### config.mk
export PLATFORM = sky130hd
export DESIGN_NAME = bus_tx_fifo
export DESIGN_NICKNAME = d
export VERILOG_FILES = /design/src/rtl/bus_pkg.sv /design/src/rtl/bus_tx_fifo_mem.sv /design/src/rtl/bus_tx_fifo.sv
export SDC_FILE = /design/constraint.sdc
export NUM_CORES = 1
export LEC_CHECK = 0
export BUFFER_PORTS_ARGS = -buffer_cell sky130_fd_sc_hd__buf_2
export CORE_MARGIN = 1
export CORE_UTILIZATION = 53
export DETAILED_ROUTE_END_ITERATION = 7
export GPL_TIMING_DRIVEN = 0
export PLACE_DENSITY = 0.76
export SLEW_MARGIN = 20
export SYNTH_ARGS = -nofsm -noshare
export SYNTH_HDL_FRONTEND = slang
export SYNTH_SLANG_ARGS = --single-unit
### constraint.sdc
create_clock -name clk -period 3 [get_ports clk]
set_input_delay 0.15 -clock clk [delete_from_list [all_inputs] [get_ports clk]]
set_output_delay 0.15 -clock clk [all_outputs]
set_load 0.01 [all_outputs]
### src/rtl/bus_pkg.sv
// Shared bus definitions: packet layout, broadcast ID and FIFO operation tags.
package bus_pkg;

   localparam int unsigned PCKG_SZ      = 16;
   localparam int unsigned ID_W         = 8;
   localparam logic [ID_W-1:0] BROADCAST_ID = 8'hFF;

   typedef struct packed {
      logic [ID_W-1:0]         dest;
      logic [PCKG_SZ-ID_W-1:0] payload;
   } pkt_t;

   typedef enum logic [1:0] {
      IDLE  = 2'd0,
      WR    = 2'd1,
      RD    = 2'd2,
      WR_RD = 2'd3
   } fifo_op_e;

endpackage

### src/rtl/bus_tx_fifo_mem.sv
// Register array for the transmit FIFO: one synchronous write port, asynchronous read.
module bus_tx_fifo_mem #(
   parameter int unsigned width = 16,
   parameter int unsigned depth = 8,
   parameter int unsigned ptr_w = 3
) (
   input  logic             clk,
   input  logic             we,
   input  logic [ptr_w-1:0] waddr,
   input  logic [width-1:0] wdata,
   input  logic [ptr_w-1:0] raddr,
   output logic [width-1:0] rdata
);

   logic [width-1:0] mem [depth];

   always_ff @(posedge clk) begin
      if (we) mem[waddr] <= wdata;
   end

   assign rdata = mem[raddr];

endmodule

### src/rtl/bus_tx_fifo.sv
// Per-device transmit FIFO feeding one bus source port (pndng/pop/D_pop handshake).
// Optional BUS_TX_FIFO_STATS_EN adds saturating tx_total/drop_total counters.
module bus_tx_fifo
   import bus_pkg::*;
#(
   parameter int unsigned pckg_sz = 16,
   parameter int unsigned depth   = 8,
   parameter int unsigned cnt_w   = $clog2(depth + 1)
) (
   input  logic               clk,
   input  logic               reset,
   input  logic               push,
   input  logic [pckg_sz-1:0] D_push,
   output logic               full,
   output logic               pndng,
   input  logic               pop,
   output logic [pckg_sz-1:0] D_pop,
   output logic [cnt_w-1:0]   count,
   output logic               overflow,
   output logic               underflow
`ifdef BUS_TX_FIFO_STATS_EN
   ,
   output logic [31:0]        tx_total,
   output logic [31:0]        drop_total
`endif
);

   localparam int unsigned PTR_W = (depth > 1) ? $clog2(depth) : 1;
   localparam logic [PTR_W-1:0] PTR_LAST = PTR_W'(depth - 1);
   localparam logic [cnt_w-1:0] CNT_FULL = cnt_w'(depth);

   logic [PTR_W-1:0]   rd, wr, rd_next, wr_next;
   logic [cnt_w-1:0]   count_next;
   logic               do_push, do_pop, drop, empty_pop;
   logic [pckg_sz-1:0] head;

   bus_tx_fifo_mem #(
      .width (pckg_sz),
      .depth (depth),
      .ptr_w (PTR_W)
   ) u_mem (
      .clk   (clk),
      .we    (do_push),
      .waddr (wr),
      .wdata (D_push),
      .raddr (rd),
      .rdata (head)
   );

   // A pop in the same cycle frees a slot, so a push on a full FIFO still lands.
   always_comb begin
      do_pop     = 1'b0;
      do_push    = 1'b0;
      drop       = 1'b0;
      empty_pop  = 1'b0;
      rd_next    = rd;
      wr_next    = wr;
      count_next = count;

      do_pop    = pop && (count != '0);
      empty_pop = pop && (count == '0);
      do_push   = push && ((count != CNT_FULL) || do_pop);
      drop      = push && !do_push;

      if (do_pop)  rd_next = (rd == PTR_LAST) ? '0 : rd + PTR_W'(1);
      if (do_push) wr_next = (wr == PTR_LAST) ? '0 : wr + PTR_W'(1);

      if (do_push && !do_pop)      count_next = count + cnt_w'(1);
      else if (do_pop && !do_push) count_next = count - cnt_w'(1);
   end

   always_ff @(posedge clk) begin
      if (reset) begin
         rd        <= '0;
         wr        <= '0;
         count     <= '0;
         pndng     <= 1'b0;
         full      <= 1'b0;
         overflow  <= 1'b0;
         underflow <= 1'b0;
      end else begin
         rd        <= rd_next;
         wr        <= wr_next;
         count     <= count_next;
         pndng     <= (count_next != '0);
         full      <= (count_next == CNT_FULL);
         if (drop)      overflow  <= 1'b1;
         if (empty_pop) underflow <= 1'b1;
      end
   end

   // Head is masked while empty so stale memory never reaches the bus.
   assign D_pop = pndng ? head : '0;

`ifdef BUS_TX_FIFO_STATS_EN
   always_ff @(posedge clk) begin
      if (reset) begin
         tx_total   <= '0;
         drop_total <= '0;
      end else begin
         if (do_pop && (tx_total != '1))  tx_total   <= tx_total + 32'd1;
         if (drop && (drop_total != '1))  drop_total <= drop_total + 32'd1;
      end
   end
`endif

endmodule

==> results of run 1 <==
## worst max-delay path by stage
| stage | endpoint | slack, ns | cells past startpoint |
|---|---|---|---|
| floorplan | u_mem.mem[2][0] | 0.20 | 5 |
| global placement | u_mem.mem[2][7] | -0.85 | 5 |
| detailed placement | u_mem.mem[2][7] | 0.48 | 7 |
| CTS | D_pop[11] | 0.18 | 5 |
| global route | D_pop[11] | 0.12 | 5 |
| finish | D_pop[11] | 0.23 | 5 |
## sequential cells by signal, indices dropped and copies added, names as in the netlist, named ones only
register   flops
u_mem.mem    128
count          4
rd             3
wr             3
full           1
overflow       1
pndng          1
underflow      1
## layout make-up
class	count	area [um2]
well taps	136	170
flip-flops and latches	145	4180
multi-input cells	134	1530
plain buffers	14	63.8
clock inverters	14	164
inverters	3	11.3
repair buffers	72	524
fillers	662	3350
clock buffers	18	418
## logic make-up (layout without fill, tap and decap cells)
group / after synthesis / in the layout
fa+ha+maj: 6 / 6
xor+xnor: 2 / 2
simple gates: 58 / 58
flops: 145 / 145
mux: 53 / 53
compound gates: 15 / 15
buf+inv: 17 / 121
## worst max-delay path, delay by kind of cell (launching register included)
family | cells | cell delay (ns)
simple gates | 1 | 0.24
buf+inv | 3 | 1.36
mux | 1 | 0.19
flops | 1 | 0.31
## stage by stage
stage,utilization [%],setup slack (ns),power (mW),instance area (um2)
finish,67.8,0.230,5.45,7060
global route,67.8,0.119,5.65,7060
CTS,67.8,0.178,5.49,7060
detailed placement,60.5,0.479,3.41,6300
global placement,58.8,-0.847,3.36,6130
floorplan,-,0.199,3.09,5750
## Yosys cell counts, types with 2 or more instances
cell | number | area (um2)
a21oi_1 | 4 | 20.0
nand2_1 | 2 | 7.51
inv_1 | 2 | 7.51
buf_2 | 3 | 15.0
nor2_1 | 16 | 60.1
ha_1 | 6 | 75.1
dfxtp_1 | 17 | 340
xnor2_1 | 2 | 17.5
nor2b_1 | 18 | 113
edfxtp_1 | 128 | 3840
a31oi_1 | 2 | 12.5
nand3b_1 | 2 | 15.0
clkbuf_1 | 8 | 30.0
mux4_2 | 32 | 721
buf_4 | 2 | 15.0
nor3_1 | 8 | 40.0
nand2b_1 | 4 | 25.0
mux2i_1 | 20 | 200
## layer usage
layer / part of all wire, % / up-vias / global-route usage [%] / wire (um)
met3: 4.7 / 18 / 6.19 / 524
met5: 0 / - / 0 / 0
met1: 41 / 1573 / 26.0 / 4540
met4: 1.8 / 0 / 8.33 / 202
met2: 53 / 86 / 37.0 / 5920
li1: - / 1382 / - / -
## power by group through the flow
stage / Combinational [mW] / Sequential, mW / Clock, mW
finish: 1.02 / 2.37 / 2.05
global route: 1.11 / 2.38 / 2.16
CTS: 1.03 / 2.37 / 2.08
detailed placement: 0.998 / 2.41 / 0
global placement: 0.953 / 2.41 / 0
floorplan: 0.692 / 2.40 / 0
## repair_timing
action,4_1_cts,5_1_grt
resized for setup,0,0
endpoints found under the hold margin,133,0
hold buffers,18,0
==> run_results.csv, run 1 <==
group,metric,value,unit
critical_path,cpMaxStageDelayCell,"clkbuf_1",
critical_path,rr_startpoint,"count[0]",
timing,worst_pin_slew,0.854,ns
final_layout,fin_nets,413,
cts,clk_pin_slew,0.06,ns
final_layout,antenna_cells,0,
critical_path,worst_setup_path_end_kind,"output port",
global_routing,antenna_found_initial,0,
routing,antenna_left,0,
cts,clk_latency,0.51,ns
die,die_h,106,um
cts,cts_made_buffers,17,
synth,yosys.area_share.simple,5.86,%
synth,seq_area_frac_synth,72.8,%
global_routing,grt_max_degree,17,
pwr,p_leak,2.41,nW
die,die_w,106,um
pwr,p_sw,1.39,mW
final_layout,area_growth,23.0,%
die,core.rowCount,37,
die,io_pins,44,
placed_design,hpwl,7.17,mm
timing,whs,0.227,ns
synth,synth_cell_types,38,
timing,max_clock_freq,0.361,GHz
pwr,internal_power,4.06,mW
timing,finalCritPeriodShare,92.3,%
critical_path,critPathMaxStageDelay,0.71,ns
routing,firstDrtPassIters,4,
synth,syn_inst,296,
pwr,p_per_area,772,nW/um2
synth,avgSynthCellArea,19.4,um2
timing,finalHoldViolCount,0,
die,core_area,10400,um2
global_routing,first_global_vias,3190,
pwr,p_comb_share,18.8,%
cts,cts_root_buf,"clkbuf_8",
critical_path,timing.rr.end,"u_mem.mem[2][15]",
synth,synth_xor_area_share,0.305,%
critical_path,path_cells,"buf_1 -> clkbuf_1 -> mux2i_1 -> nor2b_1 -> buf_2",
timing,min_period,2.77,ns
placed_design,port_buffers,41,
routing,drcViolationCount,0,
final_layout,layout_commonest_cell,"edfxtp_1",
placed_design,dpl.cell_count,486,
hold_path,hold_path.class,"input pin to flip-flop",
cts,clockBufferDepth,2,
routing,drtIter0Drc,197,
timing,relSlewSlack,43.1,%
hold_path,min_path_cells,4,
pwr,ir_worst_vdd,0.505,mV
outcome,outcome,"completed",
global_routing,gr-total-overflow,0,
die,die_area,11300,um2
routing,vias_per_cell,5.71,
synth,muxShareOfSynthArea,16.2,%
timing,drv_slew,0,
critical_path,reg2reg_depth,7,
routing,vias,3059,
cts,cts.sinks,145,
critical_path,r2r_slack,0.43,ns
final_layout,layout-drive-gt1-share,33.8,%
synth,synthFlopType,"edfxtp_1",
global_routing,grt.total_usage,21.6,%
synth,mappedNetlistArea,5740,um2
critical_path,crit_arrival,2.62,ns
synth,synth_top_family_by_area,"multiplexers",
pwr,switching_share,25.5,%
routing,routed_wirelength,11.2,mm
final_layout,mostFrequentLayoutCells,"edfxtp_1 (128), buf_2 (44), mux4_2 (32)",
critical_path,critPathRequiredTime,2.85,ns
pwr,power.share.sequential,43.6,%
hold_path,hp-start,"push",
pwr,clkPwrFrac,37.7,%
cts,post-cts-setup-buffer-count,0,
placed_design,gp_congestion,0.739,
critical_path,worst-path-max-fanout,10,
synth,async_reset_ff_share,0,%
synth,synth-seq-cells,145,
timing,rsz0062_at_grt,"no",
cts,tritoncts,"built",
synth,syn-num-nets,322,
final_layout,final_cell_count_no_fill,536,
synth,synth_compound_area_share,2.16,%
cts,htree_levels,4,
critical_path,cp-start-kind,"flip-flop",
run,max-cap-violations,0,
die,initial_core_util,55.1,%
timing,skew,0.00895,ns
timing,tns,0,ns
global_routing,grt_first_pass_wirelength,17.2,mm
timing,setup_viol,0,
synth,ys.warnings.count,0,
hold_path,holdPathEnd,"overflow",
synth,synth_edf_count,128,
critical_path,worst-setup-path-type,"flip-flop to output port",
synth,synthAdderAreaFrac,1.31,%
routing,wire_per_inst,20.9,um
Power figures use the tool's default switching activity.
==> run 2, diff against run 1 <==
--- a/config.mk
+++ b/config.mk
@@ -5,13 +5,13 @@
 export SDC_FILE = /design/constraint.sdc
 export NUM_CORES = 1
 export LEC_CHECK = 0
-export BUFFER_PORTS_ARGS = -buffer_cell sky130_fd_sc_hd__buf_2
+export BUFFER_PORTS_ARGS = -buffer_cell sky130_fd_sc_hd__clkbuf_2
 export CORE_MARGIN = 1
 export CORE_UTILIZATION = 53
 export DETAILED_ROUTE_END_ITERATION = 7
 export GPL_TIMING_DRIVEN = 0
 export PLACE_DENSITY = 0.76
-export SLEW_MARGIN = 20
+export SLEW_MARGIN = 10
 export SYNTH_ARGS = -nofsm -noshare
 export SYNTH_HDL_FRONTEND = slang
 export SYNTH_SLANG_ARGS = --single-unit
==> run 2 against run 1 <==
Against the previous run: cell count down 0.37%; worst setup slack better by 0.026 ns; utilization fell by 0.23 points; routed wire length about the same; via count fell by 1.8%; critical path type unchanged; die area unchanged.
==> run_results.csv, run 2 (synthesis results as in run 1) <==
group,metric,value,unit
pwr,p_leak,2.39,nW
timing,skew,0.00665,ns
pwr,p_per_area,762,nW/um2
cts,clk_pin_slew,0.06,ns
critical_path,worst-path-max-fanout,10,
timing,drv_slew,0,
routing,drcViolationCount,0,
die,initial_core_util,55.1,%
critical_path,crit_arrival,2.59,ns
cts,cts_root_buf,"clkbuf_8",
cts,cts_made_buffers,17,
global_routing,grt.total_usage,21.6,%
critical_path,cp-start-kind,"flip-flop",
global_routing,grt_max_degree,17,
final_layout,area_growth,22.5,%
hold_path,hold_path.class,"input pin to flip-flop",
final_layout,final_core_util,67.6,%
placed_design,dpl.cell_count,485,
cts,post-cts-setup-buffer-count,0,
timing,setup_viol,0,
final_layout,final_cell_count_no_fill,534,
final_layout,nFillCells,675,
cts,clockBufferDepth,2,
timing,finalCritPeriodShare,91.5,%
die,die_h,106,um
placed_design,hpwl,7.08,mm
routing,vias_per_cell,5.62,
cts,tritoncts,"built",
global_routing,grt_first_pass_wirelength,17.0,mm
final_layout,antenna_cells,0,
placed_design,port_buffers,41,
pwr,ir_worst_vdd,0.511,mV
outcome,outcome,"completed",
final_layout,fin_area,7040,um2
routing,antenna_left,0,
cts,clk_latency,0.51,ns
critical_path,worst_setup_path_end_kind,"output port",
global_routing,gr-total-overflow,0,
global_routing,antenna_found_initial,0,
final_layout,largest_register_ffs,128,
routing,drtIter0Drc,191,
final_layout,layout_commonest_cell,"edfxtp_1",
cts,htree_levels,4,
die,die_w,106,um
die,core.rowCount,37,
timing,worst_pin_slew,0.876,ns
critical_path,worst-setup-path-type,"flip-flop to output port",
run,max-cap-violations,0,
timing,relSlewSlack,41.2,%
final_layout,layout-drive-gt1-share,33.4,%
die,die_area,11300,um2
routing,routed_wirelength,11.2,mm
die,io_pins,44,
timing,rsz0062_at_grt,"no",
pwr,power.total,5.37,mW
final_layout,mostFrequentLayoutCells,"edfxtp_1 (128), clkbuf_2 (41), mux4_2 (32)",
routing,vias,3003,
die,core_area,10400,um2
routing,wire_per_inst,20.9,um
global_routing,first_global_vias,3204,
routing,firstDrtPassIters,4,
timing,finalHoldViolCount,0,
timing,tns,0,ns
final_layout,fin_nets,412,
final_layout,regMostFlops,"u_mem.mem",
placed_design,gp_congestion,0.752,
final_layout,top_regs,"u_mem.mem: 128 flops, count: 4 flops",
critical_path,critPathRequiredTime,2.85,ns
timing,max_clock_freq,0.364,GHz
timing,min_period,2.74,ns
cts,cts.sinks,145,
placed_design,placed_area,6300,um2
## run 2: changes by cell type in the layout (fill, tap and decap cells not counted)
| cell | delta |
|---|---|
| buf_2 | -41 |
| clkbuf_2 | +41 |
| buf_6 | -4 |
| buf_8 | +3 |
| clkinv_4 | +3 |
| clkinvlp_4 | -2 |
| bufinv_16 | -1 |
| clkbuf_1 | +1 |
| clkinv_1 | -1 |
| clkinv_2 | -1 |
## run 2: report_power, final
part           internal [mW]  switching [mW]
clock network           1.18           0.791
logic                  0.501           0.520
registers               2.29          0.0817
total                   3.97            1.39
## run 2: through the flow
| step | hold slack, ns | worst slack (ns) |
|---|---|---|
| 6_report | 0.269 | 0.256 |
| 5_1_grt | 0.315 | 0.0937 |
| 4_1_cts | 0.201 | 0.230 |
| 3_5_place_dp | 0.407 | 0.436 |
| 3_3_place_gp | 0.395 | -0.850 |
| 2_1_floorplan | 0.219 | 0.199 |
## run 2: timing repair
item | in CTS | in global routing
endpoints found under the hold margin | 133 | 0
hold buffers | 18 | 0
endpoints found under the setup margin | 0 | 0
gates resized for setup | 0 | 0
## run 2: layer usage
layer	track usage (%)	vias to the layer above	wire (um)
li1	-	1378	-
met1	25.6	1524	4480
met2	37.2	87	5940
met3	4.78	14	611
met4	10.6	0	145
met5	0	-	0
## run 2: cell type report
class | count | area, um2 | share of cell area, %
Timing Repair Buffer | 71 | 524 | 7.45
Inverter | 3 | 11.3 | 0.160
Clock buffer | 19 | 422 | 5.99
Sequential cell | 145 | 4180 | 59.4
Tap cell | 136 | 170 | 2.42
Clock inverter | 12 | 136 | 1.94
Multi-Input combinational cell | 134 | 1530 | 21.7
Buffer | 14 | 63.8 | 0.907
## run 2: path summary, 6_finish.rpt
| kind | startpoint | endpoint | slack [ns] | depth (start not counted) |
|---|---|---|---|---|
| worst max-delay path | flip-flop | D_pop[11] | 0.26 | 5 |
| worst min-delay path | push | overflow | 0.27 | 4 |
| worst max register to register | count[0] | u_mem.mem[2][8] | 0.41 | 7 |
| worst min register to register | overflow | overflow | 0.47 | 2 |
## run 2: worst max-delay path, stage by stage (launching register included)
cell and delay, ns:
dfxtp_1 0.30, buf_1 0.49, clkbuf_1 0.69, mux2i_1 0.16, nor2b_1 0.25, clkbuf_2 0.18
